### src/rtl/sc_tx_buf_if.sv
// Byte-stream and UART-side handshake bundle for the transmit staging buffer.
// master = the buffer itself, slave = the cipher/UART environment around it.
interface sc_tx_buf_if #(
    parameter int ADDR_W = 5
);
    logic              in_data_rdy;
    logic [7:0]        in_data;
    logic              print_buf;
    logic              tx_busy;
    logic              tx_data_rdy;
    logic [7:0]        tx_data;
    logic [ADDR_W:0]   buf_count;
    logic              buf_empty;
    logic              buf_full;
    logic              overflow;
    logic              draining;

    modport master (
        input  in_data_rdy, in_data, print_buf, tx_busy,
        output tx_data_rdy, tx_data, buf_count,
        output buf_empty, buf_full, overflow, draining
    );

    modport slave (
        output in_data_rdy, in_data, print_buf, tx_busy,
        input  tx_data_rdy, tx_data, buf_count,
        input  buf_empty, buf_full, overflow, draining
    );
endinterface

### src/rtl/sc_tx_buf.sv
// FIFO staging buffer between the stream cipher and the UART transmitter.
// A print request drains the FIFO one byte per UART handshake, optionally adding CR/LF.
module sc_tx_buf #(
    parameter int ADDR_W      = 5,
    parameter bit APPEND_CRLF = 1'b1
) (
    input logic       clk,
    input logic       rst,
    sc_tx_buf_if.master bus
);
    localparam int DEPTH = 1 << ADDR_W;
    localparam logic [ADDR_W:0] FULL_CNT = (ADDR_W + 1)'(DEPTH);

    typedef enum logic [2:0] {
        IDLE, SEND, GUARD, WAIT, SEND_CR, SEND_LF
    } stateT;

    typedef enum logic [1:0] {
        SRC_DATA, SRC_CR, SRC_LF
    } srcT;

    stateT state, nextState;
    srcT   src;

    logic [7:0]        mem [DEPTH];
    logic [ADDR_W-1:0] wrPtr, rdPtr;
    logic [ADDR_W:0]   count;
    logic [7:0]        txData;
    logic              txRdy;
    logic              ovf;

    logic empty, full;
    logic pop, loadCr, loadLf, drainDone;
    logic push, drop;

    assign empty = (count == '0);
    assign full  = (count == FULL_CNT);

    always_ff @(posedge clk or posedge rst) begin
        if (rst) state <= IDLE;
        else     state <= nextState;
    end

    always_comb begin
        nextState = state;
        unique case (state)
            IDLE: begin
                if (bus.print_buf) begin
                    if (!empty)           nextState = SEND;
                    else if (APPEND_CRLF) nextState = SEND_CR;
                end
            end
            SEND, SEND_CR, SEND_LF: begin
                if (!bus.tx_busy) nextState = GUARD;
            end
            GUARD: nextState = WAIT;
            WAIT: begin
                if (!bus.tx_busy) begin
                    if (!empty)
                        nextState = SEND;
                    else if (src == SRC_DATA && APPEND_CRLF)
                        nextState = SEND_CR;
                    else if (src == SRC_CR)
                        nextState = SEND_LF;
                    else
                        nextState = IDLE;
                end
            end
            default: nextState = IDLE;
        endcase
    end

    always_comb begin
        pop       = 1'b0;
        loadCr    = 1'b0;
        loadLf    = 1'b0;
        drainDone = 1'b0;
        if (!bus.tx_busy) begin
            pop       = (state == SEND);
            loadCr    = (state == SEND_CR);
            loadLf    = (state == SEND_LF);
            drainDone = (state == WAIT) && (nextState == IDLE);
        end
    end

    // A pop on the same edge frees a slot, so a full FIFO can still accept.
    assign push = bus.in_data_rdy && (!full || pop);
    assign drop = bus.in_data_rdy && full && !pop;

    always_ff @(posedge clk) begin
        if (push) mem[wrPtr] <= bus.in_data;
    end

    always_ff @(posedge clk or posedge rst) begin
        if (rst) begin
            wrPtr  <= '0;
            rdPtr  <= '0;
            count  <= '0;
            txData <= 8'h00;
            txRdy  <= 1'b0;
            ovf    <= 1'b0;
            src    <= SRC_LF;
        end else begin
            txRdy <= pop | loadCr | loadLf;
            if (push) wrPtr <= wrPtr + ADDR_W'(1);
            if (pop) begin
                rdPtr  <= rdPtr + ADDR_W'(1);
                txData <= mem[rdPtr];
                src    <= SRC_DATA;
            end else if (loadCr) begin
                txData <= 8'h0D;
                src    <= SRC_CR;
            end else if (loadLf) begin
                txData <= 8'h0A;
                src    <= SRC_LF;
            end
            unique case ({push, pop})
                2'b10:   count <= count + (ADDR_W + 1)'(1);
                2'b01:   count <= count - (ADDR_W + 1)'(1);
                default: count <= count;
            endcase
            if (drop)           ovf <= 1'b1;
            else if (drainDone) ovf <= 1'b0;
        end
    end

    assign bus.tx_data_rdy = txRdy;
    assign bus.tx_data     = txData;
    assign bus.buf_count   = count;
    assign bus.buf_empty   = empty;
    assign bus.buf_full    = full;
    assign bus.overflow    = ovf;
    assign bus.draining    = (state != IDLE);
endmodule

### src/flat_wrapper.sv
// flat-port wrapper written by rule: the top's interface ports become plain ports
module sc_tx_buf_flat 
#(
    parameter int ADDR_W      = 5,
    parameter bit APPEND_CRLF = 1'b1
)
  (clk, rst, bus_in_data_rdy, bus_in_data, bus_print_buf, bus_tx_busy, bus_tx_data_rdy, bus_tx_data, bus_buf_count, bus_buf_empty, bus_buf_full, bus_overflow, bus_draining);
  sc_tx_buf_if #(.ADDR_W(ADDR_W)) bus_i ();
  input logic clk;
  input logic rst;
  input wire logic [$bits(bus_i.in_data_rdy)-1:0] bus_in_data_rdy;
  input wire logic [$bits(bus_i.in_data)-1:0] bus_in_data;
  input wire logic [$bits(bus_i.print_buf)-1:0] bus_print_buf;
  input wire logic [$bits(bus_i.tx_busy)-1:0] bus_tx_busy;
  output wire logic [$bits(bus_i.tx_data_rdy)-1:0] bus_tx_data_rdy;
  output wire logic [$bits(bus_i.tx_data)-1:0] bus_tx_data;
  output wire logic [$bits(bus_i.buf_count)-1:0] bus_buf_count;
  output wire logic [$bits(bus_i.buf_empty)-1:0] bus_buf_empty;
  output wire logic [$bits(bus_i.buf_full)-1:0] bus_buf_full;
  output wire logic [$bits(bus_i.overflow)-1:0] bus_overflow;
  output wire logic [$bits(bus_i.draining)-1:0] bus_draining;
  assign bus_i.in_data_rdy = bus_in_data_rdy;
  assign bus_i.in_data = bus_in_data;
  assign bus_i.print_buf = bus_print_buf;
  assign bus_i.tx_busy = bus_tx_busy;
  assign bus_tx_data_rdy = bus_i.tx_data_rdy;
  assign bus_tx_data = bus_i.tx_data;
  assign bus_buf_count = bus_i.buf_count;
  assign bus_buf_empty = bus_i.buf_empty;
  assign bus_buf_full = bus_i.buf_full;
  assign bus_overflow = bus_i.overflow;
  assign bus_draining = bus_i.draining;
  sc_tx_buf #(.ADDR_W(ADDR_W), .APPEND_CRLF(APPEND_CRLF)) u_core (.clk(clk), .rst(rst), .bus(bus_i));
endmodule
### config.mk
export PLATFORM = sky130hd
export DESIGN_NAME = sc_tx_buf_flat
export DESIGN_NICKNAME = d
export VERILOG_FILES = /design/src/rtl/sc_tx_buf_if.sv /design/src/rtl/sc_tx_buf.sv /design/src/flat_wrapper.sv
export SDC_FILE = /design/constraint.sdc
export NUM_CORES = 1
export LEC_CHECK = 0
export ABC_AREA = 1
export BUFFER_PORTS_ARGS = -buffer_cell sky130_fd_sc_hd__clkbuf_2
export CORE_MARGIN = 4
export CORE_UTILIZATION = 35
export CTS_CLUSTER_SIZE = 12
export DETAILED_ROUTE_END_ITERATION = 8
export SYNTH_ARGS = -nofsm -noshare
export SYNTH_HDL_FRONTEND = slang
export SYNTH_SLANG_ARGS = --single-unit
### constraint.sdc
create_clock -name clk -period 2.3 [get_ports clk]
set_clock_uncertainty 0.1 [all_clocks]
set_input_delay 0.115 -clock clk [delete_from_list [all_inputs] [get_ports clk]]
set_output_delay 0.115 -clock clk [all_outputs]
set_load 0.01 [all_outputs]
==> results.yml, run 1 <==
outcome:
  status: "complete, no violations"
pwr:
  power_frac_clock_pct: 25.8
  peakVddDrop_mv: 0.781
  switchingPower_mw: 6.21
  swShare_pct: 36.9
  intPower_mw: 10.6
  pwr_density_cell_mw_per_mm2: 1180
  power.static_leakage_nw: 5.34
  power_frac_seq_pct: 38.7
  p_comb_share_pct: 35.5
grt:
  grt_use_total_pct: 15.0
  grt_pass1_vias: 8094
  grt_max_degree: 92
  grt_pass1_wl_mm: 44.9
  grt_overflow_total: 0
  antenna_found_initial: 0
route:
  postRouteAntennaNets: 0
  drt_pre_antenna_iters: 5
  dr.max_layer_used: "met4"
  wire_per_inst_microns: 17.8
  wirelength_mm: 29.4
  detail_route.iter0.violations: 632
  vias: 8163
  met2_length_mm: 13.9
  wl_met3_mm: 1.81
  drc_errors: 0
  drt-vias-per-instance: 4.96
  wl_met1_mm: 13.0
die:
  die-area_sq_mm: 0.0379
  num_io_pins: 32
  core_sq_mm: 0.0345
  initial_utilization_pct: 35.4
  fp.dieH_microns: 195
  die_w_microns: 195
  rows: 68
worst_setup_path:
  ff2ff_setup_slack_ps: 130
  cp-startpoint: "u_core.state[1]"
  worstReg2RegStart: "u_core.state[1]"
  path_class: "flip-flop to flip-flop"
  cp-end-kind: "flip-flop"
  r2r_cells: 8
  path_max_fanout: 9
  crit_required_ps: 2460
  r2r_end: "u_core.mem[20][7]"
  arrival_ps: 2320
  cp-start-kind: "flip-flop"
timing:
  final.setup.tns_ps: 0
  period_needed_ps: 2170
  fin_crit_sh_pct: 94.2
  finalSetupViolations: 0
  hold_ws_ps: 36.3
  setup_slack_ps: 132
  fmax_mhz: 461
  rsz0062_at_grt: "no"
  maxSlewHeadroom_pct: 44.2
  worst-slew-pin-transition_ps: 837
  slew_viol_final: 0
  finalHoldViolCount: 0
logic_synthesis:
  yosysUniqueCellTypes: 38
  synth_nets: 1110
  synth-seq-cells: 287
  avgSynthCellArea_sq_um: 11.2
  ys.flop_type: "edfxtp_1"
  synth_enable_flop_cells: 256
  syn_area_sq_mm: 0.0122
  synth_commonest_cells: "256 x edfxtp_1, 204 x nand2_1, 180 x nor2_1"
  post-synth-top-count-cell: "edfxtp_1"
  ys_warn_count: 0
  synthesis.instances: 1087
  ys_async_sr_fraction_pct: 10.8
  synth_top_area_share_pct: 63.1
  synth.yosys.seq_area_share_pct: 69.4
  yosysTopAreaCell: "edfxtp_1"
  ys_top_cells_by_area: "edfxtp_1 63%, nand2_1 6.3%, dfrtp_1 6.2%"
clock_network:
  numCtsBuffers: 30
  clkLatencyLatePin_ps: 560
  clock_path_buffers: 3
  cts_num_sinks: 287
  cts_tree: "done"
  path_clk_slew_ps: 60
  h-tree-depth: 1
  cts_root_buffer: "clkbuf_16"
place:
  place_ws_ps: -4.62
  hpwlAfterDp_mm: 17.9
  gp_congestion: 0.827
  place_area_sq_mm: 0.0132
  port_buffers: 31
cells_and_area:
  area_growth_pct: 16.5
  n_antenna_cell: 0
  finish.utilization_pct: 41.2
  final_area_sq_mm: 0.0142
  seq_area_sq_mm: 0.00847
  nNetsFinal: 1194
  layout-drive-gt1-share_pct: 12.9
  multi_input_comb_area_sq_mm: 0.00320
  fillers: 3325
hold_path:
  worst_hold_path.endpoint: "u_core.mem[7][7]"
  hold_path_class: "primary input to flip-flop"
  min_path_cells: 2
  hp-start: "bus_in_data[7]"
job:
  cap_violations: 0
## sequential cells by signal, indices dropped and copies added, names as in the netlist
signal	cells
u_core.bus.overflow	1
u_core.wrPtr	5
u_core.bus.tx_data	8
u_core.rdPtr	5
u_core.bus.tx_data_rdy	1
u_core.state	3
u_core.bus.buf_count	6
u_core.src	2
u_core.mem	256
## final cells by class
| type | instances | share of cell area (%) |
|---|---|---|
| flip-flops and latches | 287 | 59.7 |
| multi-input cells | 670 | 22.5 |
| clock buffers | 43 | 5.77 |
| repair buffers | 102 | 5.52 |
| well taps | 455 | 4.01 |
| inverters | 80 | 2.14 |
| clock inverters | 9 | 0.370 |
## what timing repair did
item / 4_1_cts / 5_1_grt
gates cloned: 0 / 0
hold buffers: 8 / 0
gates resized for setup: 1 / 9
setup buffers: 0 / 2
pin swaps: 0 / 1
hold endpoints to repair: 57 / 0
endpoints found under the setup margin: 1 / 1
## per-stage QoR
stage / cells / total power, mW
after floorplan: 1087 / 10.5
after global routing: 1646 / 17.8
after CTS: 1644 / 16.8
final: 1646 / 16.8
after global placement: 1584 / 12.4
after detailed placement: 1584 / 12.5
## worst max-delay path: stages (launching register included)
cell and delay (ps):
dfrtp_1 370, or2_4 250, nor2_4 140, inv_2 80
a21oi_4 240, buf_4 220, nand2_4 160, nor2_1 130
buf_4 180
## power by group through the flow
stage / registers [mW] / logic (mW) / clock network [mW]
floorplan: 6.56 / 3.92 / 0
global placement: 6.58 / 5.80 / 0
detailed placement: 6.59 / 5.88 / 0
CTS: 6.49 / 5.93 / 4.43
global route: 6.54 / 6.66 / 4.64
finish: 6.50 / 5.97 / 4.34
## cells in the final DEF (no fill, tap or decap), types with 2 or more instances in the layout
cell | netlist | routed
a21oi_1 | 21 | 20
a21oi_4 | 1 | 2
buf_12 | 0 | 6
buf_4 | 3 | 57
clkbuf_1 | 12 | 11
clkbuf_16 | 0 | 30
clkbuf_2 | 0 | 31
clkbuf_8 | 0 | 2
clkinv_1 | 4 | 10
clkinv_2 | 0 | 2
dfrtp_1 | 30 | 28
dlygate4sd3_1 | 0 | 8
edfxtp_1 | 256 | 256
ha_1 | 9 | 6
ha_4 | 0 | 3
inv_1 | 73 | 72
inv_2 | 3 | 2
nand2_1 | 204 | 203
nand2_2 | 4 | 5
nand2_4 | 2 | 2
nand3_1 | 92 | 92
nand4_1 | 3 | 3
nor2_1 | 180 | 180
o211ai_1 | 26 | 26
o21ai_0 | 87 | 87
o21ai_1 | 12 | 12
or2_1 | 5 | 5
or2_4 | 1 | 2
xnor2_1 | 2 | 2
xor2_1 | 9 | 9
## layer usage
metal  up-vias  global-route usage [%]
li1       3891                       -
met2       243                    24.5
met1      3980                    21.1
met4         0                    3.85
met5         -                       0
met3        49                    2.22
## worst max path at each step
stage	slack, ps	end
2_1_floorplan	80	u_core.bus.buf_count[5]
3_3_place_gp	90	u_core.bus.buf_count[5]
3_5_place_dp	-5	u_core.bus.buf_count[5]
4_1_cts	30	u_core.bus.buf_count[5]
5_1_grt	5	u_core.bus.buf_count[5]
6_report	130	u_core.mem[20][7]
## cell families after synthesis
kind of cell / synth area share [%]
XOR/XNOR: 0.790
buffers and inverters: 4.77
adder cells (fa/ha/maj): 1.09
AO/OA/AOI/OAI: 6.92
flip-flops: 69.4
AND/OR/NAND/NOR: 17.0
(Power assumes the default switching activity.)
==> run 2: changes to the inputs <==
--- a/config.mk
+++ b/config.mk
@@ -11,6 +11,7 @@
 export CORE_UTILIZATION = 35
 export CTS_CLUSTER_SIZE = 12
 export DETAILED_ROUTE_END_ITERATION = 8
+export REMOVE_ABC_BUFFERS = 1
 export SYNTH_ARGS = -nofsm -noshare
 export SYNTH_HDL_FRONTEND = slang
 export SYNTH_SLANG_ARGS = --single-unit
==> results.yml, run 2 (synthesis gave the netlist of run 1 again) <==
outcome:
  status: "complete, no violations"
place:
  gp_congestion: 0.899
  dp_cells: 1580
  port_buffers: 31
  hpwlAfterDp_mm: 18.2
grt:
  antenna_found_initial: 0
  grt_max_degree: 76
  grt_pass1_wl_mm: 46.2
  grt_pass1_vias: 8021
  grt_use_total_pct: 15.3
  grt_overflow_total: 0
worst_setup_path:
  path_max_fanout: 8
  cp-startpoint: "u_core.state[1]"
  cp-end-kind: "flip-flop"
  path_buf_inv: 3
  cp_slowest_cell: "dfrtp_1"
  arrival_ps: 2300
  cpMostUsedCell: "buf_4"
  crit_required_ps: 2460
  cp-start-kind: "flip-flop"
  worstReg2RegStart: "u_core.state[1]"
  cpPeakStageDelay_ps: 370
  path_class: "flip-flop to flip-flop"
  path_cells: "or2_4 -> nor2_4 -> inv_2 -> a21oi_4 -> buf_4 -> nand2_4 -> nor2_1 -> buf_4"
  crit_family: "simple AND/OR/NAND/NOR gates"
route:
  wl_met1_mm: 13.4
  vias: 8112
  detail_route.iter0.violations: 896
  drt-vias-per-instance: 4.96
  drt_pre_antenna_iters: 5
  wl_met3_mm: 1.80
  dr.max_layer_used: "met4"
  met2_length_mm: 13.5
  drc_errors: 0
  wire_per_inst_microns: 18.0
  postRouteAntennaNets: 0
  wirelength_mm: 29.5
die:
  num_io_pins: 32
  rows: 68
  core_sq_mm: 0.0345
  die_w_microns: 195
  fp.dieH_microns: 195
  initial_utilization_pct: 35.4
  die-area_sq_mm: 0.0379
cells_and_area:
  largest_reg_flops: 256
  nNetsFinal: 1188
  regMostFlops: "u_core.mem"
  layout-drive-gt1-share_pct: 12.8
  most-common-layout-cells: "256 x edfxtp_1, 203 x nand2_1, 180 x nor2_1, 92 x nand3_1, 86 x o21ai_0"
  finish.utilization_pct: 41.0
  final_cells: 1637
  area_growth_pct: 15.9
  mostFrequentLayoutCell: "edfxtp_1"
  n_antenna_cell: 0
timing:
  worst-slew-pin-transition_ps: 879
  finalHoldViolCount: 0
  maxSlewHeadroom_pct: 41.4
  fmax_mhz: 467
  period_needed_ps: 2140
  rsz0062_at_grt: "no"
  fin_crit_sh_pct: 93.0
  final.setup.tns_ps: 0
  finalSetupViolations: 0
  slew_viol_final: 0
clock_network:
  cts_tree: "done"
  numCtsBuffers: 30
  clkLatencyLatePin_ps: 560
  cts_root_buffer: "clkbuf_16"
  path_clk_slew_ps: 60
  h-tree-depth: 1
  clock_path_buffers: 3
  cts_num_sinks: 287
pwr:
  pwr_density_cell_mw_per_mm2: 1200
  power.static_leakage_nw: 5.31
  peakVddDrop_mv: 0.875
job:
  cap_violations: 0
hold_path:
  hold_path_class: "primary input to asynchronous set/reset pin"
run 2: where the power goes:
part           switching (mW)  total (mW)  internal (mW)
Sequential              0.308        6.50           6.19
Clock                    1.88        4.41           2.53
Combinational            4.11        6.05           1.93
Total                    6.30        17.0           10.7
run 2: layer usage:
metal | vias to the layer above | track usage (%)
met3 | 57 | 2.77
met5 | - | 0
met2 | 231 | 24.6
li1 | 3872 | -
met1 | 3952 | 21.8
met4 | 0 | 3.65
run 2: final cells by class:
cell class              count  area, sq um
inverters                  80          304
fillers                  3276        20300
clock buffers              38          802
well taps                 455          569
repair buffers             96          721
multi-input cells         670         3190
flip-flops and latches    287         8470
clock inverters            11         75.1
run 2: worst min-delay path, stage by stage:
cell and delay (ps):
dlygate4sd3_1 530, clkbuf_2 100, inv_1 40, buf_4 370
run 2: worst paths after layout:
check / end / slack (ps) / cells past startpoint
hold / removal: u_core.bus.buf_count[4] / 80 / 4
setup reg to reg: u_core.mem[20][0] / 160 / 8
setup / recovery: u_core.mem[20][0] / 160 / 8
max in group asynchronous: u_core.rdPtr[0] / 1680 / 4
min in group clk: u_core.mem[16][0] / 260 / 1
hold reg to reg: u_core.src[0] / 380 / 2
run 2: stage by stage:
step           power [mW]  setup WS, ps  cell area (sq um)  hold WS [ps]
2_1_floorplan        10.2         -2190              11900           114
3_3_place_gp         12.5          94.0              13100           102
3_5_place_dp         12.6          18.7              13100           109
4_1_cts              17.0          4.73              14100          80.0
5_1_grt              18.0          5.15              14100           141
6_report             17.0           160              14100          77.6
run 2: repair_timing:
action | CTS | global route
setup endpoints to repair | 0 | 3
gates resized for setup | 0 | 9
hold buffers | 6 | 0
buffers inserted | 0 | 2
endpoints found under the hold margin | 45 | 0
==> run 3: changes to the inputs <==
--- a/config.mk
+++ b/config.mk
@@ -12,6 +12,7 @@
 export CTS_CLUSTER_SIZE = 12
 export DETAILED_ROUTE_END_ITERATION = 8
 export REMOVE_ABC_BUFFERS = 1
+export SETUP_SLACK_MARGIN = 0.2
 export SYNTH_ARGS = -nofsm -noshare
 export SYNTH_HDL_FRONTEND = slang
 export SYNTH_SLANG_ARGS = --single-unit
==> results.yml, run 3 (synthesis gave the netlist of run 1 again) <==
grt:
  grt_pass1_vias: 8038
  antenna_found_initial: 0
  grt_use_total_pct: 15.4
  grt_pass1_wl_mm: 46.3
  grt_max_degree: 76
  grt_overflow_total: 0
clock_network:
  cts_root_buffer: "clkbuf_16"
  cts_tree: "done"
  numCtsBuffers: 30
  clkLatencyLatePin_ps: 560
  cts_num_sinks: 287
  path_clk_slew_ps: 60
  h-tree-depth: 1
  clock_path_buffers: 3
timing:
  slew_viol_final: 0
  worst-slew-pin-transition_ps: 883
  maxSlewHeadroom_pct: 41.1
  finalSetupViolations: 0
  finalHoldViolCount: 0
  fmax_mhz: 475
  hold_ws_ps: 82.8
  final.setup.tns_ps: 0
  period_needed_ps: 2110
  rsz0062_at_grt: "yes"
  fin_crit_sh_pct: 91.6
place:
  gp_congestion: 0.899
  dp_cells: 1580
  hpwlAfterDp_mm: 18.2
  port_buffers: 31
worst_setup_path:
  arrival_ps: 2270
  crit_required_ps: 2460
  cpPeakStageDelay_ps: 370
  path_class: "flip-flop to flip-flop"
  cp_slowest_cell: "dfrtp_1"
  cp-end-kind: "flip-flop"
  path_buf_inv: 3
  path_cells: "or2_4 -> nor2_4 -> inv_2 -> a21oi_4 -> buf_6 -> nand2_8 -> nor2_2 -> buf_6"
  crit_family: "simple AND/OR/NAND/NOR gates"
  path_max_fanout: 8
  cp-start-kind: "flip-flop"
  cpMostUsedCell: "buf_6"
cells_and_area:
  most-common-layout-cells: "256 x edfxtp_1, 200 x nand2_1, 157 x nor2_1, 92 x nand3_1, 84 x o21ai_0"
  layout-drive-gt1-share_pct: 16.4
  mostFrequentLayoutCell: "edfxtp_1"
  fillers: 3205
  area_growth_pct: 20.1
  largest_reg_flops: 256
  nNetsFinal: 1202
  final_cells: 1651
  n_antenna_cell: 0
  finish.utilization_pct: 42.5
  regMostFlops: "u_core.mem"
die:
  num_io_pins: 32
  core_sq_mm: 0.0345
  fp.dieH_microns: 195
  die-area_sq_mm: 0.0379
  rows: 68
  die_w_microns: 195
  initial_utilization_pct: 35.4
route:
  detail_route.iter0.violations: 907
  drt_pre_antenna_iters: 6
  drt-vias-per-instance: 5.06
  drc_errors: 0
  vias: 8357
  postRouteAntennaNets: 0
  wirelength_mm: 31.4
  wire_per_inst_microns: 19.0
pwr:
  power_mw: 17.8
  power.static_leakage_nw: 5.46
  peakVddDrop_mv: 0.785
  pwr_density_cell_mw_per_mm2: 1220
job:
  cap_violations: 0
hold_path:
  hold_path_class: "primary input to asynchronous set/reset pin"
outcome:
  status: "complete, no violations"
==> run 3: cell count changes in the layout (fill, tap and decap cells not counted), moves of 3 or more <==
| cell | before | now |
|---|---|---|
| nor2_4 | 1 | 16 |
| buf_6 | 0 | 23 |
| clkbuf_16 | 31 | 37 |
| nand2_1 | 203 | 200 |
| nor2_1 | 180 | 157 |
| buf_4 | 54 | 40 |
| nor2_2 | 0 | 8 |
==> run 3: metal layers <==
| metal | wire [microns] | up-vias | GRT usage [%] | part of all wire (%) |
|---|---|---|---|---|
| li1 | - | 3910 | - | - |
| met1 | 13900 | 4097 | 21.9 | 44 |
| met2 | 14700 | 300 | 24.7 | 47 |
| met3 | 2250 | 50 | 2.77 | 7.1 |
| met4 | 584 | 0 | 3.65 | 1.9 |
| met5 | 0 | - | 0 | 0 |
==> run 3: worst register-to-register path: stages, from the launching register on <==
cell     delay, ps
dfrtp_1        370
or2_4          240
nor2_4         120
inv_2           80
a21oi_4        260
buf_6          200
nand2_8        150
nor2_2         140
buf_6          150
==> run 3: metrics by stage <==
step	cell area, sq um	setup WS [ps]
2_1_floorplan	11900	-2190
3_3_place_gp	13100	94.0
3_5_place_dp	13100	18.7
4_1_cts	14200	161
5_1_grt	14600	94.4
6_report	14600	194
==> run 3: path summary, 6_finish.rpt <==
check | from | to | slack (ps) | cells past startpoint
max reg2reg | u_core.state[1] | u_core.mem[10][7] | 190 | 8
max | u_core.state[1] | u_core.mem[10][7] | 190 | 8
min in group clk | bus_in_data[0] | u_core.mem[16][0] | 260 | 1
min reg2reg | u_core.src[0] | u_core.src[0] | 380 | 2
min | rst | u_core.bus.buf_count[4] | 80 | 4
max in group asynchronous | rst | u_core.rdPtr[0] | 1680 | 4
==> run 3: cell type report <==
| class | count | area (sq um) | area share (%) |
|---|---|---|---|
| Sequential cell | 287 | 8470 | 57.8 |
| Multi-Input combinational cell | 670 | 3380 | 23.1 |
| Timing Repair Buffer | 110 | 1030 | 7.03 |
| Clock buffer | 38 | 802 | 5.48 |
| Tap cell | 455 | 569 | 3.89 |
| Inverter | 80 | 318 | 2.17 |
| Clock inverter | 11 | 75.1 | 0.513 |
==> run 3: power by group <==
part           internal [mW]  leakage [nW]  switching (mW)  total [mW]
registers               6.19          2.68           0.352        6.54
clock network           2.53         0.426            1.88        4.42
logic                   2.36          2.36            4.52        6.88
==> run 3: what timing repair did <==
item	in CTS	in global routing
endpoints found under the setup margin	78	265
hold endpoints to repair	45	0
pin swaps	1	9
setup buffers	6	4
cloned	0	7
hold buffers	5	0
gates resized for setup	12	78
